--- src/rtl/scan_sequencer.sv ---
// Film-scan line scheduler: per line, wait for USB TX space, capture one CCD line,
// step the film motor, settle. Owns the line trigger, step pulses and motor enable.
module scan_sequencer #(
    parameter int CAPTURE_TIMEOUT = 2000000,
    parameter int CNT_W           = 16
) (
    input  logic             clk_100M,
    input  logic             nrst,
    input  logic             start,
    input  logic             abort,
    input  logic [CNT_W-1:0] n_lines,
    input  logic [7:0]       steps_per_line,
    input  logic [CNT_W-1:0] step_half,
    input  logic [CNT_W-1:0] settle_cycles,
    input  logic             tx_ready,
    output logic             ccd_line_req,
    input  logic             ccd_line_done,
    input  logic             mtr_nflt,
    output logic             mtr_en,
    output logic             mtr_step,
    output logic             busy,
    output logic             done,
    output logic             error,
    output logic [CNT_W-1:0] line_count
);
    localparam int TOW = $clog2(CAPTURE_TIMEOUT + 1);
    localparam int TW  = (TOW > CNT_W) ? TOW : CNT_W;
    localparam logic [CNT_W-1:0] ONE = CNT_W'(1);

    typedef enum logic [2:0] {
        IDLE, WAIT_TX, CAPTURE, STEP_HI, STEP_LO, SETTLE, DONE, FAULT
    } state_t;

    state_t           state, state_nxt;
    logic [CNT_W-1:0] cfg_lines, cfg_half, cfg_settle;
    logic [7:0]       cfg_steps, step_cnt;
    logic [TW-1:0]    cnt;
    logic [1:0]       nflt_sync;
    logic             flt, active, line_ok;
    logic [CNT_W-1:0] half_last, settle_last;

    assign flt         = ~nflt_sync[1];
    // A zero half-period or settle time still takes one cycle.
    assign half_last   = (cfg_half == '0) ? '0 : cfg_half - ONE;
    assign settle_last = (cfg_settle == '0) ? '0 : cfg_settle - ONE;
    assign active      = (state != IDLE) && (state != FAULT);
    assign busy        = active;
    assign mtr_en      = active;
    assign mtr_step    = (state == STEP_HI) && !flt;
    assign line_ok     = (state == CAPTURE) && ccd_line_done && !abort && !flt;

    always_comb begin
        state_nxt = state;
        case (state)
            IDLE:    if (start) state_nxt = (n_lines == '0) ? DONE : WAIT_TX;
            WAIT_TX: if (tx_ready) state_nxt = CAPTURE;
            CAPTURE: begin
                if (ccd_line_done) begin
                    if (line_count + ONE == cfg_lines) state_nxt = DONE;
                    else if (cfg_steps == 8'd0)        state_nxt = SETTLE;
                    else                               state_nxt = STEP_HI;
                end else if (cnt == TW'(CAPTURE_TIMEOUT)) begin
                    state_nxt = FAULT;
                end
            end
            STEP_HI: if (cnt == TW'(half_last)) state_nxt = STEP_LO;
            STEP_LO: if (cnt == TW'(half_last)) state_nxt = (step_cnt == 8'd1) ? SETTLE : STEP_HI;
            SETTLE:  if (cnt == TW'(settle_last)) state_nxt = WAIT_TX;
            DONE:    state_nxt = IDLE;
            FAULT:   state_nxt = IDLE;
            default: state_nxt = IDLE;
        endcase
        // Fault beats abort beats the normal transition.
        if (state != IDLE && abort) state_nxt = IDLE;
        if (active && flt) state_nxt = FAULT;
    end

    always_ff @(posedge clk_100M or negedge nrst) begin
        if (!nrst) nflt_sync <= 2'b11;
        else       nflt_sync <= {nflt_sync[0], mtr_nflt};
    end

    always_ff @(posedge clk_100M or negedge nrst) begin
        if (!nrst) begin
            state        <= IDLE;
            cnt          <= '0;
            cfg_lines    <= '0;
            cfg_half     <= '0;
            cfg_settle   <= '0;
            cfg_steps    <= '0;
            step_cnt     <= '0;
            line_count   <= '0;
            error        <= 1'b0;
            ccd_line_req <= 1'b0;
            done         <= 1'b0;
        end else begin
            state        <= state_nxt;
            cnt          <= (state_nxt != state) ? '0 : cnt + TW'(1);
            ccd_line_req <= (state == WAIT_TX) && (state_nxt == CAPTURE);
            done         <= (state == DONE) && (state_nxt == IDLE) && !abort;
            if (state == IDLE && start) begin
                cfg_lines  <= n_lines;
                cfg_half   <= step_half;
                cfg_settle <= settle_cycles;
                cfg_steps  <= steps_per_line;
                line_count <= '0;
                error      <= 1'b0;
            end
            if (line_ok) line_count <= line_count + ONE;
            if (state == CAPTURE && state_nxt == STEP_HI)
                step_cnt <= cfg_steps;
            else if (state == STEP_LO && (state_nxt == STEP_HI || state_nxt == SETTLE))
                step_cnt <= step_cnt - 8'd1;
            if (state_nxt == FAULT) error <= 1'b1;
        end
    end
endmodule
--- config.mk ---
export PLATFORM = sky130hd
export DESIGN_NAME = scan_sequencer
export DESIGN_NICKNAME = d
export VERILOG_FILES = /design/src/rtl/scan_sequencer.sv
export SDC_FILE = /design/constraint.sdc
export NUM_CORES = 1
export LEC_CHECK = 0
export ABC_AREA = 1
export CAP_MARGIN = 15
export CORE_MARGIN = 1.5
export CORE_UTILIZATION = 40
export DETAILED_ROUTE_END_ITERATION = 10
export SYNTH_ARGS = -nofsm -noshare
export SYNTH_HDL_FRONTEND = slang
export SYNTH_SLANG_ARGS = --single-unit
--- constraint.sdc ---
create_clock -name clk_100M -period 3.6 [get_ports clk_100M]
set_input_delay 0.72 -clock clk_100M [delete_from_list [all_inputs] [get_ports clk_100M]]
set_output_delay 0.72 -clock clk_100M [all_outputs]
set_load 0.1 [all_outputs]
After elaboration in Yosys (flattened, before gate mapping)
Cells that the tools add are included.
{"block": "classes", "eq_ne": 18, "n_bitwise": 1, "mux": 23, "n_reduce_logical": 26, "add_sub_neg": 5}
{"cell": "$mux 16", "count": 4}
{"cell": "$logic_not 16->1", "count": 3}
{"cell": "$eq 21x16->1", "count": 2}
{"cell": "$mux 3", "count": 13}
{"cell": "$sub 16x1->16 const B", "count": 2}
{"cell": "$add 21x1->21 const B", "count": 1}
{"cell": "$eq 21x21->1 const B", "count": 1}
{"cell": "$mux 21", "count": 1}
{"cell": "$pmux 3 s7", "count": 1}
{"cell": "$eq 3x3->1 const B", "count": 6}
{"cell": "$add 16x1->16 const B", "count": 1}
{"cell": "$eq 16x16->1", "count": 1}
{"cell": "$mux 8", "count": 2}
{"cell": "$logic_and 1x1->1", "count": 13}
{"cell": "$eq 3x2->1 const B", "count": 4}
{"cell": "$eq 8x1->1 const B", "count": 1}
{"cell": "$logic_not 8->1", "count": 1}
{"cell": "$sub 8x1->8 const B", "count": 1}
{"cell": "$logic_not 3->1", "count": 2}
{"cell": "$reduce_bool 2->1", "count": 3}
{"cell": "$eq 3x1->1 const B", "count": 1}
{"cell": "$ne 3x3->1", "count": 1}
{"cell": "$ne 3x3->1 const B", "count": 1}
{"cell": "$reduce_bool 3->1", "count": 1}
{"cell": "other kinds (5)", "count": 6}
{"block": "word_totals", "ff_bits": 109, "wordCells": 85, "out_inout_bits": 22, "inputBits": 63}

Depth between registers and ports, before layout
{"block": "depth", "word_depth": 12, "ltp_mapped": 25, "depth_no_buf": 25}

Least setup slack after synthesis
OpenSTA, ideal clock, no wires.
{"block": "synth_timing", "path_type": "reg-to-output", "startpoint": "register state[1]", "endpoint": "output port mtr_step", "arrival_ns": 3.423, "required_ns": 2.880, "path_buffers": 0, "stages_incl_launch_ff": 3, "path_slack_ns": -0.543, "cell_sequence": "dfrtp_1 -> inv_1 -> nor4_1"}
{"block": "synth_via", "elab_chain_len": 2}
{"element": "start, declared", "line": "34", "rtl": "state_t state, state_nxt;"}
{"element": "start signal, assigned", "line": "97", "rtl": "state <= state_nxt;"}
{"element": "$eq 3x2->1", "line": "49", "rtl": "assign mtr_step = (state == STEP_HI) && !flt;"}
{"element": "$logic_and 1x1->1", "line": "49"}
{"element": "end, declared", "line": "20", "rtl": "output logic mtr_step,"}
Every way passes these cells.

Worst setup path in the final report
{"block": "layout_timing", "startpoint": "register cfg_settle[0]", "endpoint": "register cnt[9]"}
{"block": "layout_via", "elab_chain_len": 9, "word_cells_on_any_way": 10, "cone_classes": "add/sub (1); eq/ne (2); mux (6); reduce/logical (1)"}
{"element": "start, declared", "line": "35", "rtl": "logic [CNT_W-1:0] cfg_lines, cfg_half, cfg_settle;"}
{"element": "start signal, assigned", "line": "104", "rtl": "cfg_settle <= settle_cycles;"}
{"element": "$sub 16x1->16 / $logic_not 16->1 (equally long branches)", "line": "45", "rtl": "assign settle_last = (cfg_settle == '0) ? '0 : cfg_settle - ONE;"}
{"element": "$mux 16 *", "line": "45"}
{"element": "$eq 21x16->1 *", "line": "68", "rtl": "SETTLE: if (cnt == TW'(settle_last)) state_nxt = WAIT_TX;"}
{"element": "$mux 3 *", "line": "68"}
{"element": "$pmux 3 s7 *", "line": "54", "rtl": "case (state)"}
{"element": "$mux 3 *", "line": "74", "rtl": "if (state != IDLE && abort) state_nxt = IDLE;"}
{"element": "$mux 3 *", "line": "75", "rtl": "if (active && flt) state_nxt = FAULT;"}
{"element": "$ne 3x3->1 *", "line": "98", "rtl": "cnt <= (state_nxt != state) ? '0 : cnt + TW'(1);"}
{"element": "$mux 21 *", "line": "98"}
{"element": "end signal, assigned", "line": "98"}
{"element": "end, declared", "line": "37", "rtl": "logic [TW-1:0] cnt;"}
Every way passes the cells marked *; elsewhere a longest branch is shown, timed or not.
A chain may end at the register's enable or synchronous reset.

==> flow_metrics.tcl <==
set metrics [dict create \
    syn_nets 1120 \
    timing.hold.ws_ps 358.3 \
    cp-endpoint "cnt[9]" \
    startpoint "cfg_settle[0]" \
    cellLeakagePower_nw 3.987 \
    drv_slew 0 \
    die_h_um 137.2 \
    end_kind "flop" \
    hold_violations 0 \
    synthesis.area_sq_mm 0.007203 \
    nFillCells 1784 \
    cp.arrival_ps 3500 \
    placed_area_sq_mm 0.008319 \
    num_rows 48 \
    maxCapViolCount 0 \
    grt_max_degree 53 \
    routed_wl_um 19400 \
    multi_input_area_sq_mm 0.003901 \
    r2r-start "cfg_settle[0]" \
    synth.most_common_cell "nand2_1" \
    track_usage_pct 21.31 \
    power_density_mw_per_mm2 841.1 \
    antenna_left 0 \
    hold_path_class "flop to flop" \
    io_buffers 84 \
    worstMarginPinSlew_ps 996.0 \
    reg2reg_to "cnt[9]" \
    vias 6818 \
    cts_buffer_depth 2 \
    drive_gt1_share_pct 8.311 \
    path_common_cell "nand2_1" \
    grt_pass1_vias 6143 \
    min_period_ps 3253 \
    r2r_slack_ps 350 \
    yosysTopAreaCell "dfrtp_1" \
    io_pins 85 \
    postSynthCellCount 1050 \
    yosysTopAreaCellShare_pct 37.17 \
    fin_area_sq_mm 0.008671 \
    ff2ff_path_depth 21 \
    cp_data_required_time_ps 3840 \
    clockRootBuffer "clkbuf_16" \
    setup_viol 0 \
    synthTopCellsByCount "360 x nand2_1, 118 x inv_1, 107 x dfrtp_1" \
    crit_family "simple AND/OR/NAND/NOR gates" \
    fmax_mhz 307.4 \
    htreeDepth 3 \
    clk_latency_ps 360 \
    synth_area_leaders "dfrtp_1 37%, nand2_1 19%, nand3_1 6.5%" \
    cp.depth 21 \
    finalClockSkew_ps 8.306 \
    slew_headroom_pct 33.39 \
    critPathKind "flop to flop" \
    synth_edf_count 0 \
    numCtsBuffers 9 \
    antenna_found_initial 0 \
    die-width_um 137.2 \
    ys_types 45 \
    avgSynthCellArea_sq_um 6.860 \
    n_antenna_cell 0 \
    viasPerCell 4.984 \
    ys.flop_type "dfrtp_1" \
    layout.area.seq_sq_mm 0.002730 \
    nets 1208 \
    critical_path.slowest_cell "dfrtp_1" \
    first_iter_violations 415 \
    cts.sinks 109 \
    period_share_pct 90.36 \
    path_cells "inv_1 -> ha_1 -> nand3_1 -> nor2_1 -> nand2_2 -> buf_4 -> nand3_1 -> nand2_1 -> inv_1 -> nand2_1 -> nor2_1 -> nand2_1 -> nor2_1 -> nand3_1 -> nand2_1 -> nand4_2 -> a21oi_4 -> buf_4 -> xor2_2 -> buf_4 -> nor3_2" \
    critPathMaxStageDelay_ps 360 \
    critPathLaunchType "flop" \
    async_flop_share_pct 100.0 \
    cts_tree "built" \
    area_growth_pct 20.38 \
    wire_per_inst_um 14.18 \
    gp_congestion 0.8954 \
    dr.pass1.iters 5 \
    core_sq_mm 0.01742 \
    grt_pass1_wl_um 31110 \
    initial_core_util_pct 41.36 \
    yosysWarnings 0 \
    drc_errors 0 \
    die-area_sq_mm 0.01882 \
    outcome "complete, no violations" \
    postCtsHoldBufs 0 \
    synth-seq-cells 109 \
    yosysSeqAreaShare_pct 37.90 \
    grt_overflow_total 0 \
    tns_ps 0 \
    dp_hpwl_um 14850 \
    crit_fanout 14 \
    ir_drop_mv 0.8304 \
    path_buf_inv 5 \
    clkTransAtPathRegs_ps 70 \
]
[layout make-up]
cell class,count,area share (%)
inverters,122,5.281
well taps,225,3.247
clock buffers,12,3.074
flip-flops and latches,109,31.49
clock inverters,4,0.6349
multi-input cells,794,44.99
repair buffers,102,11.28
[worst min-delay path by stage]
stage | start | to | slack (ps) | cells past startpoint
after floorplan | nflt_sync[0] | nflt_sync[1] | 350 | 0
after global placement | nflt_sync[0] | nflt_sync[1] | 350 | 0
after detailed placement | nflt_sync[0] | nflt_sync[1] | 350 | 0
after CTS | nflt_sync[0] | nflt_sync[1] | 360 | 0
after global routing | nflt_sync[0] | nflt_sync[1] | 370 | 0
final | nflt_sync[0] | nflt_sync[1] | 360 | 0
[cell families (layout without fill, tap and decap cells)]
group                    count (synthesis)  after routing  synth area share [%]
AND/OR/NAND/NOR                        670            671                 42.12
buffers and inverters                  148            240                 8.337
flip-flops                             109            109                 37.90
AO/OA/AOI/OAI                           82             82                 6.288
XOR/XNOR                                34             34                 4.134
adder cells (fa/ha/maj)                  7              7                 1.216
[per-stage QoR]
| stage | util (%) | instances | total power [mW] | worst slack [ps] |
|---|---|---|---|---|
| detailed placement | 47.77 | 1349 | 6.182 | 268.5 |
| global placement | 47.77 | 1349 | 6.167 | 315.2 |
| finish | 49.78 | 1368 | 7.293 | 347.1 |
| global route | 49.78 | 1368 | 7.884 | -11.67 |
| CTS | 49.61 | 1365 | 7.295 | 249.0 |
| floorplan | - | 1050 | 5.190 | 165.6 |
[cells in the final DEF, fill, tap and decap left out, drive strengths merged, types with 2 or more instances in the layout]
master and instances:
clkinv 3, nand3 95, nand2 368, ha 7, xor2 25, nand4 40, o22ai 11, a21oi 4
o21ai 61, nor3 31, clkbuf 12, inv 121, dfstp 2, xnor2 9, nor3b 2, nor4 8
and2 2, nor2 117, dfrtp 107, a31oi 2, buf 22, clkdlybuf4s50 80, nand3b 4, or2 3
[sequential cells by signal (all words and copies together), names as in the netlist, 3 cells and up]
register	cells
state	3
line_count	16
cfg_steps	8
cfg_half	16
step_cnt	8
cfg_settle	16
cnt	21
cfg_lines	16
[worst register-to-register path: cells and delay by family (launching register included)]
family,cells,cell delay (ps)
flops,1,360
buf+inv,5,780
fa+ha+maj,1,200
compound gates,1,220
simple gates,13,1420
xor+xnor,1,160
[layer usage]
layer / global-route usage [%] / share of wire [%] / vias to the layer above
met2: 34.00 / 45 / 142
li1: - / - / 3555
met3: 3.863 / 4.7 / 15
met4: 4.152 / 0.92 / 0
met1: 30.38 / 50 / 3106
met5: 0 / 0 / -
[where the power goes]
| part | internal (mW) | total (mW) | switching, mW | leakage, nW |
|---|---|---|---|---|
| sequential | 1.67 | 2.16 | 0.489 | 1.40 |
| clock | 0.600 | 1.08 | 0.478 | 0.155 |
| combinational | 1.29 | 4.05 | 2.77 | 2.43 |
[repair_timing]
action,4_1_cts,5_1_grt
endpoints found under the setup margin,0,29
gates resized for setup,0,1
buffers inserted,0,2
Note: power is estimated with default switching activity, not from simulation.
